**src/rtl/uart_tx_queue.sv**
```systemverilog
// uart_tx_queue: byte FIFO ahead of the uart that paces each byte as a fixed dte strobe plus frame hold.
// Optional sticky drop flag (overflow/overflow_clr) is built when UART_TX_QUEUE_OVERFLOW_EN is defined.
module uart_tx_queue #(
  parameter int unsigned DEPTH       = 16,
  parameter int unsigned AW          = 4,
  parameter int unsigned STROBE_CLKS = 20000,
  parameter int unsigned FRAME_CLKS  = 110000
) (
  input  logic        clk,
  input  logic        reset,
  input  logic [7:0]  wr_data,
  input  logic        wr_en,
  output logic        full,
  output logic        empty,
  output logic [AW:0] count,
  output logic [7:0]  data_transmit,
  output logic        dte,
  output logic        busy
`ifdef UART_TX_QUEUE_OVERFLOW_EN
  ,
  input  logic        overflow_clr,
  output logic        overflow
`endif
);

  localparam int unsigned TW = $clog2(FRAME_CLKS + 1);
  localparam int unsigned CW = AW + 1;

  typedef enum logic [1:0] {
    IDLE   = 2'd0,
    STROBE = 2'd1,
    HOLD   = 2'd2
  } state_t;

  state_t        r_state;
  logic [7:0]    r_mem [DEPTH];
  logic [AW-1:0] r_wr_ptr;
  logic [AW-1:0] r_rd_ptr;
  logic [CW-1:0] r_count;
  logic          r_full;
  logic          r_empty;
  logic [7:0]    r_data;
  logic          r_dte;
  logic          r_busy;
  logic [TW-1:0] r_timer;

  logic          w_push;
  logic          w_pop;
  logic [CW-1:0] w_count_nxt;

  // A pop only ever happens from IDLE, so the FSM alone decides when the queue drains.
  assign w_push = wr_en && !r_full;
  assign w_pop  = (r_state == IDLE) && !r_empty;

  always_comb begin
    w_count_nxt = r_count;
    case ({w_push, w_pop})
      2'b10:   w_count_nxt = r_count + CW'(1);
      2'b01:   w_count_nxt = r_count - CW'(1);
      default: w_count_nxt = r_count;
    endcase
  end

  always_ff @(posedge clk) begin
    if (!reset && w_push) begin
      r_mem[r_wr_ptr] <= wr_data;
    end
  end

  always_ff @(posedge clk) begin
    if (reset) begin
      r_state  <= IDLE;
      r_wr_ptr <= '0;
      r_rd_ptr <= '0;
      r_count  <= '0;
      r_full   <= 1'b0;
      r_empty  <= 1'b1;
      r_data   <= 8'h00;
      r_dte    <= 1'b0;
      r_busy   <= 1'b0;
      r_timer  <= '0;
    end else begin
      if (w_push) begin
        r_wr_ptr <= r_wr_ptr + AW'(1);
      end
      r_count <= w_count_nxt;
      r_full  <= (w_count_nxt == CW'(DEPTH));
      r_empty <= (w_count_nxt == '0);

      // Timer runs from the dte rise; strobe ends at STROBE_CLKS, frame at FRAME_CLKS.
      case (r_state)
        IDLE: begin
          if (!r_empty) begin
            r_data   <= r_mem[r_rd_ptr];
            r_rd_ptr <= r_rd_ptr + AW'(1);
            r_dte    <= 1'b1;
            r_busy   <= 1'b1;
            r_timer  <= TW'(1);
            r_state  <= STROBE;
          end
        end
        STROBE: begin
          r_timer <= r_timer + TW'(1);
          if (r_timer == TW'(STROBE_CLKS)) begin
            r_dte   <= 1'b0;
            r_state <= HOLD;
          end
        end
        HOLD: begin
          if (r_timer == TW'(FRAME_CLKS)) begin
            r_timer <= '0;
            r_busy  <= 1'b0;
            r_state <= IDLE;
          end else begin
            r_timer <= r_timer + TW'(1);
          end
        end
        default: begin
          r_dte   <= 1'b0;
          r_busy  <= 1'b0;
          r_timer <= '0;
          r_state <= IDLE;
        end
      endcase
    end
  end

  assign full          = r_full;
  assign empty         = r_empty;
  assign count         = r_count;
  assign data_transmit = r_data;
  assign dte           = r_dte;
  assign busy          = r_busy;

`ifdef UART_TX_QUEUE_OVERFLOW_EN
  logic r_overflow;

  // Set has priority over clear so a drop coinciding with a clear is never lost.
  always_ff @(posedge clk) begin
    if (reset) begin
      r_overflow <= 1'b0;
    end else if (wr_en && r_full) begin
      r_overflow <= 1'b1;
    end else if (overflow_clr) begin
      r_overflow <= 1'b0;
    end
  end

  assign overflow = r_overflow;
`endif

endmodule

```
**config.mk**
```make
export PLATFORM = sky130hd
export DESIGN_NAME = uart_tx_queue
export DESIGN_NICKNAME = d
export VERILOG_FILES = /design/src/rtl/uart_tx_queue.sv
export SDC_FILE = /design/constraint.sdc
export NUM_CORES = 1
export LEC_CHECK = 0
export ABC_AREA = 1
export BUFFER_PORTS_ARGS = -buffer_cell sky130_fd_sc_hd__buf_2
export CAP_MARGIN = 15
export CORE_MARGIN = 1.5
export CORE_UTILIZATION = 30
export DETAILED_ROUTE_END_ITERATION = 8
export PLACE_DENSITY = 0.44
export SLEW_MARGIN = 20
export SYNTH_ARGS = -nofsm -noshare
export SYNTH_HDL_FRONTEND = slang
export SYNTH_SLANG_ARGS = --single-unit
```
**constraint.sdc**
```tcl
create_clock -name clk -period 5.4 [get_ports clk]
set_input_delay 1.08 -clock clk [delete_from_list [all_inputs] [get_ports clk]]
set_output_delay 1.08 -clock clk [all_outputs]
set_load 0.03 [all_outputs]
```
# ---- Word-level counts from Yosys, hierarchy flattened
# Memories as Yosys holds them, arrays and structs flattened. A register that Yosys moved wholly into a read port is not among the register bits.
# Index checks and enable logic that the tools add are counted.
dict set report word_totals {
  register_bits 36
  ramBits 128
  output_inout_bits 17
  mem_count 1
  in_bits 11
  elab_cells 55
}
dict set report op_classes {
  eq_ne 10
  n_reduce_logical 12
  bitwise 3
  n_addsub 5
  mux 15
}
# memory depth word_bits rd rd_ports_with_merged_regs write_ports line
set memory_table {}
lappend memory_table {r_mem 16 8 1 1 1 36} ;# logic [7:0] r_mem [DEPTH];
# cell count
set ops {}
lappend ops {{17-bit case mux with 3 select lines} 1}
lappend ops {{17-bit two-way mux} 2}
lappend ops {{17-bit by 1-bit adder with 17-bit output, second input constant} 1}
lappend ops {{17-bit by 15-bit equality test with 1-bit output, second input constant} 1}
lappend ops {{17-bit equality test, second input constant} 1}
lappend ops {{5-bit case mux with 2 select lines} 1}
lappend ops {{3-bit AND reduction} 3}
lappend ops {{4-bit by 1-bit adder with 4-bit output, second input constant} 2}
lappend ops {{2-bit two-way mux} 3}
lappend ops {{2-bit inequality test, second input constant} 3}
lappend ops {{1-bit case mux with 3 select lines} 2}
lappend ops {{2-bit case mux with 3 select lines} 1}
lappend ops {{5-bit by 1-bit adder with 5-bit output, second input constant} 1}
lappend ops {{5-bit equality test, second input constant} 1}
lappend ops {{5-bit logical NOT} 1}
lappend ops {{1-bit two-way mux} 5}
lappend ops {{5-bit by 1-bit subtractor with 5-bit output, second input constant} 1}
lappend ops {{2-bit by 1-bit equality test with 1-bit output, second input constant} 2}
lappend ops {{2-bit equality test, second input constant} 2}
lappend ops {{1-bit logical AND} 3}
lappend ops {{1-bit logical NOT} 3}
lappend ops {{1-bit NOT} 3}
lappend ops {{2-bit logical NOT} 1}
lappend ops {{2-bit AND reduction} 1}

# ---- Depth between registers and ports, before layout
# Gate-level depths: netlist (run 1).
dict set report logic_depth {
  depth_word 5
  ltp_mapped 18
  depth_no_buf 18
}

# ---- Worst setup path after synthesis (run 1)
# No wires, ideal clock.
dict set report synth_path {
  path_kind {input to register}
  start {input port reset}
  end {memory r_mem[12][0], enable pin}
  setup_time_ps 370
  required_ps 5030
  cell_stages 4
  n_path_buf 1
  arrival_ps 2044
  slack_ps 2986
  path_cell_list {inv_1 clkbuf_1 nand3_1 nor2_1}
}
dict set report synth_via {
  elab_chain_cells 4
}
# element line
set synth_rtl {}
lappend synth_rtl {{start: declaration} 10} ;# input logic reset,
lappend synth_rtl {{1-bit logical NOT} 65} ;# if (!reset && w_push) begin
lappend synth_rtl {{1-bit logical AND} 65}
lappend synth_rtl {{1-bit two-way mux} 65}
lappend synth_rtl {{1-bit two-way mux (not written as such)} 66} ;# r_mem[r_wr_ptr] <= wr_data;
lappend synth_rtl {{end: declaration} 36}
# Every way passes these cells.

# ---- Worst setup path after layout (run 1)
dict set report layout_path {
  start {input port reset}
  end {memory r_mem[12][6], enable pin}
}
# Same word-level chain as after synthesis.

==> results of run 1 <==
==> cell families after synthesis <==
group	Yosys count
adders and majority gates	9
xor gates and xnor gates	7
DFF	172
buffers and inverters	94
AOI/OAI and AO/OA	134
and+or+nand+nor	288
==> flip-flops by register name, indices dropped and copies added (netlist names) <==
signal	flops
empty	1
r_timer	17
r_wr_ptr	4
r_mem	128
count	5
dte	1
busy	1
r_rd_ptr	4
full	1
r_state	2
data_transmit	8
==> worst register-to-register path: stages, from the launching register on <==
cell and delay (ns):
dfxtp_1 0.35, nor2_4 0.22, nand2_1 0.15, inv_1 0.60, ha_1 0.36, nand2_1 0.11
nand2_1 0.09, nand3_1 0.10, inv_1 0.08, nand3_1 0.08, nand3_1 0.10, nand2_1 0.05
nand2_1 0.08, nand2_1 0.08, nor2_1 0.14
==> worst max-delay path by stage <==
| stage | start | to | depth (start not counted) |
|---|---|---|---|
| after global routing | reset | r_mem[4][5]$_DFFE_PP_ | 4 |
| after detailed placement | reset | r_mem[12][1]$_DFFE_PP_ | 4 |
| after CTS | reset | r_mem[12][2]$_DFFE_PP_ | 4 |
| after floorplan | reset | r_mem[12][0]$_DFFE_PP_ | 4 |
| after global placement | reset | r_mem[12][2]$_DFFE_PP_ | 4 |
| final | reset | r_mem[12][6]$_DFFE_PP_ | 4 |
==> metal layers <==
layer	vias to the layer above	GRT usage, %
li1	2502	-
met4	0	4.715
met2	97	25.16
met3	19	3.429
met5	-	0
met1	2452	19.55
==> through the flow <==
| step | worst slack, ns | instance area [µm²] | std cells | hold slack (ns) |
|---|---|---|---|---|
| after floorplan | 2.986 | 7410 | 704 | 0.5009 |
| after global placement | 1.977 | 7816 | 1025 | 0.4707 |
| after detailed placement | 1.862 | 7816 | 1025 | 0.4734 |
| after CTS | 2.307 | 8373 | 1056 | 0.4830 |
| after global routing | 2.339 | 8373 | 1056 | 0.5208 |
| final | 2.575 | 8373 | 1056 | 0.4826 |
==> report_power, final <==
part	internal (mW)	switching, mW
combinational	0.310	0.813
sequential	1.50	0.0716
clock	0.674	0.494
total	2.49	1.38
==> synth_stat cells (2+ instances only) <==
cell type / instances
inv_1: 56
dfxtp_1: 44
buf_2: 15
a21oi_1: 12
nor4_1: 7
o21ai_0: 66
nand2_1: 62
nand3_1: 47
o211ai_1: 37
clkbuf_1: 14
nor2_4: 5
nand3_2: 3
nand3_4: 3
edfxtp_1: 128
nand4_1: 11
inv_2: 4
ha_1: 9
nor3_2: 2
xor2_1: 7
o221ai_1: 4
nor3_1: 13
buf_4: 2
nand2_2: 2
clkinv_1: 2
a31oi_1: 2
o21ai_1: 9
nor2_1: 130
o21bai_1: 3
==> layout make-up <==
type / count / area (µm²) / area share (%)
clock buffers: 19 / 432.9 / 5.170
clock inverters: 12 / 123.9 / 1.479
inverters: 63 / 239.0 / 2.854
multi-input cells: 438 / 2303 / 27.51
flip-flops and latches: 172 / 4726 / 56.44
well taps: 324 / 405.4 / 4.842
repair buffers: 28 / 142.6 / 1.704
==> metrics list, run 1 <==
* Number of distinct library cell variants in the gate-level netlist after synthesis: 33
- Number of endpoints failing setup at the final stage: 0
- STA classifies the critical path endpoint as a register.
* Effective utilization at floorplan: 30.56%
* Overall die area: 25650 µm²
- Grouping stages by cell kind, the critical path spends the most delay in buffers and inverters.
* Uppermost routed layer: met4
* Vias per std cell: 4.801
- The cell area that synthesis handed to floorplanning was 7410 µm².
- Worst Path Class, Setup: in -> reg
- Top-Level Pins: 28
- Gate count after technology mapping: 704
* Met2 wirelength from detailed routing: 8854 µm
- The number of clock buffers added by TritonCTS is 17.
- Summed over all cells, the static leakage comes to 2.907 nW.
* Share of layout cells above drive strength 1: 10.66%
- The layout has 2473 filler cells.
- Proportion of synthesized chip area in sequential cells: 63.76%
- Largest vdd supply drop: 0.0002335 V
- TritonCTS built the clock tree.
- Endpoints failing hold: 0
* List of cells traversed by the critical path: buf_2, clkinv_1, nand3_1, nor2_1
- Clock-pin slew was measured on the worst setup and hold paths at 0.06 ns.
- Leaving out fill and tap cells, the most frequent cell in the layout is nor2_1.
- Yosys printed 0 warnings.
- Cts hold-fix bufs: 0
* Fraction of synthesis flops using an asynchronous set or reset pin: 0%
- For the worst flop-to-flop path, the logic depth is 14.
- Total power of the final layout: 3.866 mW
- Clock tree synthesis selected as its root buffer the cell clkbuf_16.
* Remaining antenna violation count: 0
* Total length of routed met3 wires: 724 µm
- Wire length after detailed routing: 18320 µm
- The first detailed-routing pass took 5 iterations.
* Pin count of the biggest net entering global routing: 67
* Worst-path fanout max: 30
- The synthesized design spends more area on one cell type than any other, namely edfxtp_1.
- Maximum level of the CTS H-tree: 4
- Leaving out fill and tap cells, the most frequent cells in the layout are nor2_1, edfxtp_1, o21ai_0.
* Total negative slack for setup checks: 0 ns
- Number of cell rows: 57
- Sink of the worst hold path: dte$_SDFFE_PP0P_
- After Yosys synthesis, XOR and XNOR cells account for 0.8274% of the synthesized area.
- Register bit count reported by yosys: 172
- Summed over all layers, the global routing overflow is 0.
- Vias in the first global route: 5108
- Arithmetic-cell share of the synthesized area counting full adders, half adders and majority gates: 1.520%
- Dividing the final minimum period by the clock period gives 52.31%.
* Upper clock frequency limit: 0.3540 GHz
* Syn-to-layout area delta: 13.00%
* Max-cap check violation count: 0
- The detailed router put a total of 8462 µm of wire on met1.
- Dividing total power by cell area gives a power density of 461.8 nW/µm².
* Floorplan die width: 160.2 µm
* Flip-flop cell with the highest count after synthesis: edfxtp_1
- The number of max-slew violations in the final report is 0.
* Number of flops mapped to enable cells by yosys: 128
- Wire length of the first global-routing pass: 29090 µm
- Final estimated routing congestion in global placement: 0.8226
* Post-synthesis compound-gate area fraction: 10.67%
- CTS resizes: 0
* Final layout net count: 740
* Endpoint of the lowest-slack register-to-register path: full$_SDFF_PP0_
- Clock latency on the worst-skew pair, taken at its later pin, is 0.42 ns.
- After synthesis, the largest family of logic cells by area is simple AND/OR/NAND/NOR gates.
- Count of buffers added by post-CTS timing repair for setup: 0
* Final core area utilization: 34.53%
* Unrepaired setup endpoints after global routing: no
- Port Buf Inserts: 27
- Fraction of synthesized cell area taken by the top area cell type: 51.87%
- Worst-Margin Slew: 0.9879 ns
* Worst R2R Start: r_state[1]$_SDFFE_PP0P_
- Synth area leaders: edfxtp_1, dfxtp_1, nor2_1
* Slew HR: 33.73%
- Kind of launch point of the worst setup path: input port
* Final routed wire length divided by cell count: 17.35 µm
- Clock Sink Count: 172
* Min-Delay Path Class: reg -> reg
- On the critical path, the stage with the largest delay is an instance of clkinv_1.
* Simple-gate portion of the synthesized area: 18.07%
- Post-Syn Nets: 724
- A synthesized cell averages 10.53 µm².
* Antenna violations before repair: 0
- Count of antenna diodes in the layout: 0
- Number of stages on the worst hold path: 2
* Height of the die: 160.2 µm
* Count of buffer and inverter cells on the critical path: 2
* Critical path data required time: 5.53 ns
- Hold path startpoint: dte$_SDFFE_PP0P_
- Clock Skews: 0.007078 ns
* Portion of netlist area occupied by mux cells: 0%
* Detailed-route DRC error count: 0
- Detailed placement ended at an HPWL of 12140 µm.
* Minimum setup slack among reg-to-reg paths: 2.75 ns
* Overall fraction of global-route tracks in use: 15.12%
- Max stage delay on crit path: 0.82 ns
* WP data arrival: 2.96 ns
* Maximum buffer depth of the clock tree: 2
- Total vias in the final route: 5070
* Run status: finished clean
- Minimum period implied by the final worst setup slack: 2.825 ns
- Drt initial violations: 358
- The core region is 24250 µm².
Note: power is estimated with default switching activity, not from simulation.
==> inputs of run 2 (changes only) <==
Settings changed: PLACE_DENSITY 0.44 to 0.45.
Clock period 5.4 ns to 2.5 ns, I/O delays scaled along.
==> metrics list, run 2 (same netlist as run 1, synthesis figures left out) <==
- Run status: finished clean
* TritonCTS clock tree: done
- HPWL Detailed: 12440 µm (+2.4%)
- Count of antenna diodes in the layout: 0 (unchanged)
* Maximum buffer depth of the clock tree: 2 (unchanged)
- Filler cell count: 2420 (-2.1%)
- The flip-flop count of the largest register, all copies and words added came to 128 (unchanged).
* Vias per std cell: 4.760 (-0.85%)
- The number of violations of the max-capacitance limit is 0 (unchanged).
- The number of ports placed on the die boundary is 28 (unchanged).
- Counting flops per register, the top entry is r_mem.
- The area of the core was 24250 µm² (unchanged).
- Syn-to-layout area delta: 16.95%
* Later-pin clock latency in the skew report: 0.42 ns (about the same)
- Power density normalized to cell area: 1001 nW/µm² (+120%)
- Total CTS buffers: 17 (unchanged)
- The min-delay analysis places its worst path in the category reg -> reg.
* Worst-Margin Slew: 0.6720 ns (-0.3160 ns)
- Crit. End Element: register
- The violation count after the first detailed-routing iteration is 355 (-0.84%).
- Critical path capture point: r_timer[11]$_SDFFE_PP0P_
- Final Cycle Share: 77.17%
* Effective utilization at floorplan: 30.56% (unchanged)
- The required time at the endpoint of the critical path came to 2.80 ns (-2.73 ns).
* Largest vdd supply drop: 0.0004324 V (+85%)
* Area taken by multi-input logic gates: 2303 µm² (unchanged)
* Height of the die: 160.2 µm (unchanged)
* Most frequent standard cell in the layout excluding fill and tap cells: nor2_1
- The net count reported at finish is 769 (+3.9%).
- STA classifies the critical path startpoint as a register.
- Clock Tree Root: clkbuf_16
- The area enclosed by the die boundary came to 25650 µm² (unchanged).
* Cells on worst reg2reg path: 9 (-5)
- Pin count of the biggest net entering global routing: 49 (-27%)
- The total via count in the routed design was 5165 (+1.9%).
* Filler-free cell count of the finished design: 1085 (+2.7%)
- The maximum cell stage delay along the critical path came to 0.36 ns (-0.46 ns).
- The signal on the critical path passes through inv_1, ha_1, nand3_1, nor4_1, nand4_1, nand2_1, nand3_4, nand2_4, nor3_1.
* CTS resizes: 0 (unchanged)
- The fraction of final layout cells sized beyond drive strength 1 is 14.59% (+3.9 points).
- Among cell families on the critical path, the largest total delay comes from simple AND/OR/NAND/NOR gates.
* Total negative slack for setup checks: 0 ns (unchanged)
- Final routed wire length divided by cell count: 17.34 µm (about the same)
- Detailed-route DRC error count: 0 (unchanged)
- The post-CTS setup repair buffer count came to 0 (unchanged).
* Worst-path fanout max: 8 (-73%)
- Worst Path Class, Setup: reg -> reg
- Minimum period implied by the final worst setup slack: 1.929 ns
- Cts hold-fix bufs: 0 (unchanged)
- The logic depth of the worst setup path including buffers came to 9 (+5).
* Max-slew violation count: 0 (unchanged)
- Most frequent cells in the layout: nor2_1, edfxtp_1, o21ai_0
- Post-Place Cells: 1054 (+2.8%)
* Endpoints failing hold: 0 (unchanged)
* Final estimated routing congestion in global placement: 0.8498 (+3.3%)
* Unrepaired setup endpoints after global routing: no
- Floorplan die width: 160.2 µm (unchanged)
- Endpoint of the lowest-slack register-to-register path: r_timer[11]$_SDFFE_PP0P_
- Total leakage power: 3.102 nW (+6.7%)
- Storage cell area: 4726 µm² (unchanged)
- The worst path arrival time is 2.23 ns (-0.73 ns).
- The count of endpoints failing setup in the final report came to 0 (unchanged).
* Wire length after detailed routing: 18810 µm (+2.7%)
* Critical-path top delay cell: dfxtp_1
- The clock transition at the register clock pins on the worst setup and hold paths after CTS was 0.07 ns (about the same).
- The number of global-route vias before repair was 5089 (-0.37%).
* Clock Skews: 0.009416 ns (+0.002338 ns)
- The overall overflow remaining after global route is 0 (unchanged).
- The max-slew headroom at the worst pin came to 54.92% (+21 points).
* Count of buffer and inverter cells on the critical path: 1 (-1)
* First-pass detailed-route iteration total: 7 (+2)
* Start point of the critical path: r_timer[0]$_SDFFE_PP0P_
* Overall fraction of global-route tracks in use: 15.21% (+0.087 points)
* Upper clock frequency limit: 0.5184 GHz
- The total clock sinks was 172 (unchanged).
- In this run the critical register-to-register path is launched from r_timer[0]$_SDFFE_PP0P_.
* Remaining antenna violation count: 0 (unchanged)
- The number of placement rows came to 57 (unchanged).
- The global-route wire length before repair came to 29260 µm (+0.59%).
- Minimum setup slack among reg-to-reg paths: 0.57 ns (-2.18 ns)
- Port Buf Inserts: 27 (unchanged)
* Antenna violations before repair: 0 (unchanged)
- The count of H-tree levels built during CTS is 4 (unchanged).
## run 2: worst register-to-register path: cells and delay by family (launching register included)
family / cells / cell delay [ns]
simple gates: 7 / 1.12
buf+inv: 1 / 0.15
fa+ha+maj: 1 / 0.18
flops: 1 / 0.36
## run 2: worst min-delay path by stage
| stage | startpoint | end | cells after the start |
|---|---|---|---|
| after detailed placement | dte$_SDFFE_PP0P_ | dte$_SDFFE_PP0P_ | 2 |
| after global placement | dte$_SDFFE_PP0P_ | dte$_SDFFE_PP0P_ | 2 |
| after CTS | wr_data[7] | r_mem[6][7]$_DFFE_PP_ | 1 |
| after floorplan | r_wr_ptr[0]$_SDFFE_PP0P_ | r_wr_ptr[0]$_SDFFE_PP0P_ | 2 |
| final | dte$_SDFFE_PP0P_ | dte$_SDFFE_PP0P_ | 2 |
| after global routing | wr_data[7] | r_mem[6][7]$_DFFE_PP_ | 1 |
## run 2: where the power goes
part | internal, mW | total, mW | switching, mW
Clock | 1.49 | 2.64 | 1.15
Combinational | 0.819 | 2.62 | 1.80
Sequential | 3.25 | 3.41 | 0.166
## run 2: metrics by stage
stage	hold slack [ns]	total power, mW	setup slack, ns	util, %	cell area [µm²]
finish	0.4698	8.676	0.5709	35.74	8666
global route	0.4887	9.176	0.3229	35.74	8666
CTS	0.4693	8.775	0.5722	35.74	8666
detailed placement	0.4681	6.138	0.4357	33.34	8084
global placement	0.4602	6.098	0.4873	33.34	8084
floorplan	0.5009	5.213	0.5325	-	7410
## run 2: metal layers
layer,part of all wire [%],GRT usage [%],vias up
li1,-,-,2556
met1,47,20.34,2488
met2,48,24.94,103
met3,3.8,2.364,18
met4,1.7,5.565,0
met5,0,0,-
## run 2: final cells by class
cell class,instances,area share [%]
Multi-Input combinational cell,438,26.58
Clock inverter,14,1.805
Clock buffer,17,4.909
Timing Repair Buffer,57,4.736
Tap cell,324,4.678
Inverter,63,2.758
Sequential cell,172,54.53
==> inputs of run 3 (changes only) <==
Settings changed: PLACE_DENSITY 0.45 to 0.44.
Clock period 2.5 ns to 1.9 ns, I/O delays scaled along.
==> metrics list, run 3 (same netlist as run 1, synthesis figures left out) <==
- List of cells traversed by the critical path: nor2_4, nand2_1, inv_2, ha_4, nand2_1, o21ai_1, o21bai_1, nand2_1, nand3_1, nand3_1, o21bai_1
- Port Buf Inserts: 27 (unchanged)
* Count of buffer and inverter cells on the critical path: 1 (unchanged)
- The final cell area excluding filler cells is 8841 µm² (+2.0%).
- The violation count after the first detailed-routing iteration is 374 (+5.4%).
- The post-route fraction of the period consumed by the critical path was 92.84% (+16 points).
- The total CTS buffers was 17 (unchanged).
- r_mem holds more flip-flops than any other register.
- Met2 wirelength from detailed routing: 9139 µm (+1.5%)
* Worst-path fanout max: 5 (-3)
- Upper clock frequency limit: 0.5669 GHz (+9.4%)
- In this run the worst hold path is classified as in -> reg.
* Power density normalized to cell area: 1334 nW/µm² (+33%)
- The sum of net half-perimeters after detailed placement came to 12320 µm (-0.97%).
- Overall die area: 25650 µm² (unchanged)
- Max stage delay on crit path: 0.36 ns (about the same)
* Final Worst Setup Slack: 0.1361 ns (-0.4348 ns)
- Number of flip-flops under the largest register name: 128 (unchanged)
- Vias in the first global route: 5114 (+0.49%)
- The total clock sinks came to 172 (unchanged).
- The pin slew with the least headroom to its limit came to 0.4122 ns (-0.2598 ns).
* Vias per std cell: 4.696 (-1.3%)
- CTS clk-pin slew, worst paths: 0.07 ns (about the same)
* Maximum level of the CTS H-tree: 4 (unchanged)
- Final estimated routing congestion in global placement: 0.8254 (-2.9%)
- The area of the core was 24250 µm² (unchanged).
- Most frequent cells in the layout: nor2_1, edfxtp_1, o21ai_0
* Syn-to-layout area delta: 19.32%
* Worst Path Class, Setup: reg -> reg
- Overall fraction of global-route tracks in use: 15.10% (-0.10 points)
* Number of endpoints failing setup at the final stage: 0 (unchanged)
* Remaining antenna violation count: 0 (unchanged)
- The slowest stage of the critical path belongs to the cell dfxtp_4.
- Slew HR: 72.48% (+18 points)
- The number of buffers on the longest clock path came to 2 (unchanged).
- The number of hold violations in the final report is 0 (unchanged).
- Storage cell area: 4731 µm² (+0.11%)
- Top-Level Pins: 28 (unchanged)
- WP data arrival: 2.11 ns (-0.12 ns)
- The met1 routed wirelength after detailed routing came to 8816 µm (+0.44%).
- The total chip power came to 11.79 mW (+36%).
- Clock Skews: 0.01296 ns (+0.003541 ns)
* Share of layout cells above drive strength 1: 17.59% (+3.0 points)
- The minimum clock period is 1.764 ns (-0.1652 ns).
* Clock Tree Root: clkbuf_16
- Number of cell rows: 57 (unchanged)
* Final routed wire length divided by cell count: 17.03 µm (-1.8%)
- The total inserted antenna cells came to 0 (unchanged).
- Wire length after detailed routing: 18690 µm (-0.67%)
- Critical path data required time: 2.25 ns (-0.55 ns)
- Run status: finished clean
- The initial cell density of the core was 30.56% (unchanged).
- The area of the multi-input gates was 2345 µm² (+1.8%).
- The number of max-slew violations in the final report came to 0 (unchanged).
* Filler cell count: 2423 (+0.12%)
- Antenna violations before repair: 0 (unchanged)
- The setup slack after placement came to 0.008650 ns (-0.4271 ns).
- Pin count of the biggest net entering global routing: 35 (-29%)
- The library cell used most frequently in the layout, excluding fill and tap cells, is nor2_1.
* Height of the die: 160.2 µm (unchanged)
* CP top delay family: simple AND/OR/NAND/NOR gates
* First-pass detailed-route iteration total: 4 (-3)
* Detailed-route DRC error count: 0 (unchanged)
- CP dominant cell by count: nand2_1
* Total length of routed met3 wires: 486 µm (-31%)
- Placed instance area: 8165 µm² (+1.0%)
- TritonCTS built the clock tree.
* Wire length of the first global-routing pass: 29330 µm (+0.22%)
- Largest vdd supply drop: 0.0006400 V (+48%)
- Floorplan die width: 160.2 µm (unchanged)
- The worst hold slack was 0.3525 ns (-0.1172 ns).
* Crit. End Element: register
- Final layout net count: 780 (+1.4%)
- Kind of launch point of the worst setup path: register
* Uppermost routed layer: met4
* Max-cap check violation count: 0 (unchanged)
- Total vias in the final route: 5152 (-0.25%)
- Remaining global-route overflow: 0 (unchanged)
- The final standard cell utilization of the core was 36.46% (+0.72 points).
- Later-pin clock latency in the skew report: 0.43 ns (about the same)
* Total leakage power: 3.169 nW (+2.2%)
[run 3: changes by cell type in the layout (fill, tap and decap cells not counted), moves of 3 or more]
cell and delta:
inv_2 +3, buf_4 +10, inv_1 -3, nand2_1 -3
[run 3: power breakdown]
group	switching, mW	total [mW]	internal, mW
logic	2.47	3.72	1.25
clock network	1.60	3.61	2.01
registers	0.181	4.46	4.28
total	4.25	11.8	7.54
[run 3: area by class of cell]
class	instances	share of cell area, %
Sequential cell	172	53.51
Multi-Input combinational cell	438	26.52
Tap cell	324	4.585
Clock inverter	15	2.151
Inverter	63	2.703
Timing Repair Buffer	68	5.718
Clock buffer	17	4.812
[run 3: path summary, 6_finish.rpt]
kind	startpoint	end	slack, ns	cells past startpoint
setup reg to reg	r_state[0]$_SDFFE_PP0P_	empty$_SDFF_PP1_	0.14	11
setup / recovery	r_state[0]$_SDFFE_PP0P_	empty$_SDFF_PP1_	0.14	11
hold reg to reg	busy$_SDFFE_PP0P_	busy$_SDFFE_PP0P_	0.46	2
hold / removal	wr_data[2]	r_mem[14][2]$_DFFE_PP_	0.35	1
[run 3: stage by stage]
step | TNS [ns] | std cells
after floorplan | 0 | 704
after global placement | 0 | 1063
after detailed placement | 0 | 1063
after CTS | 0 | 1095
after global routing | -0.005091 | 1097
final | 0 | 1097
[run 3: layer usage]
metal	track usage, %	up-vias
met5	0	-
met4	4.928	0
met3	2.675	14
met2	24.98	84
met1	20.05	2469
li1	-	2585
[run 3: what timing repair did]
item                       4_1_cts  5_1_grt
buffers inserted                 0        2
setup endpoints to repair        0       18
hold buffers                     0        0
resized for setup                0       15
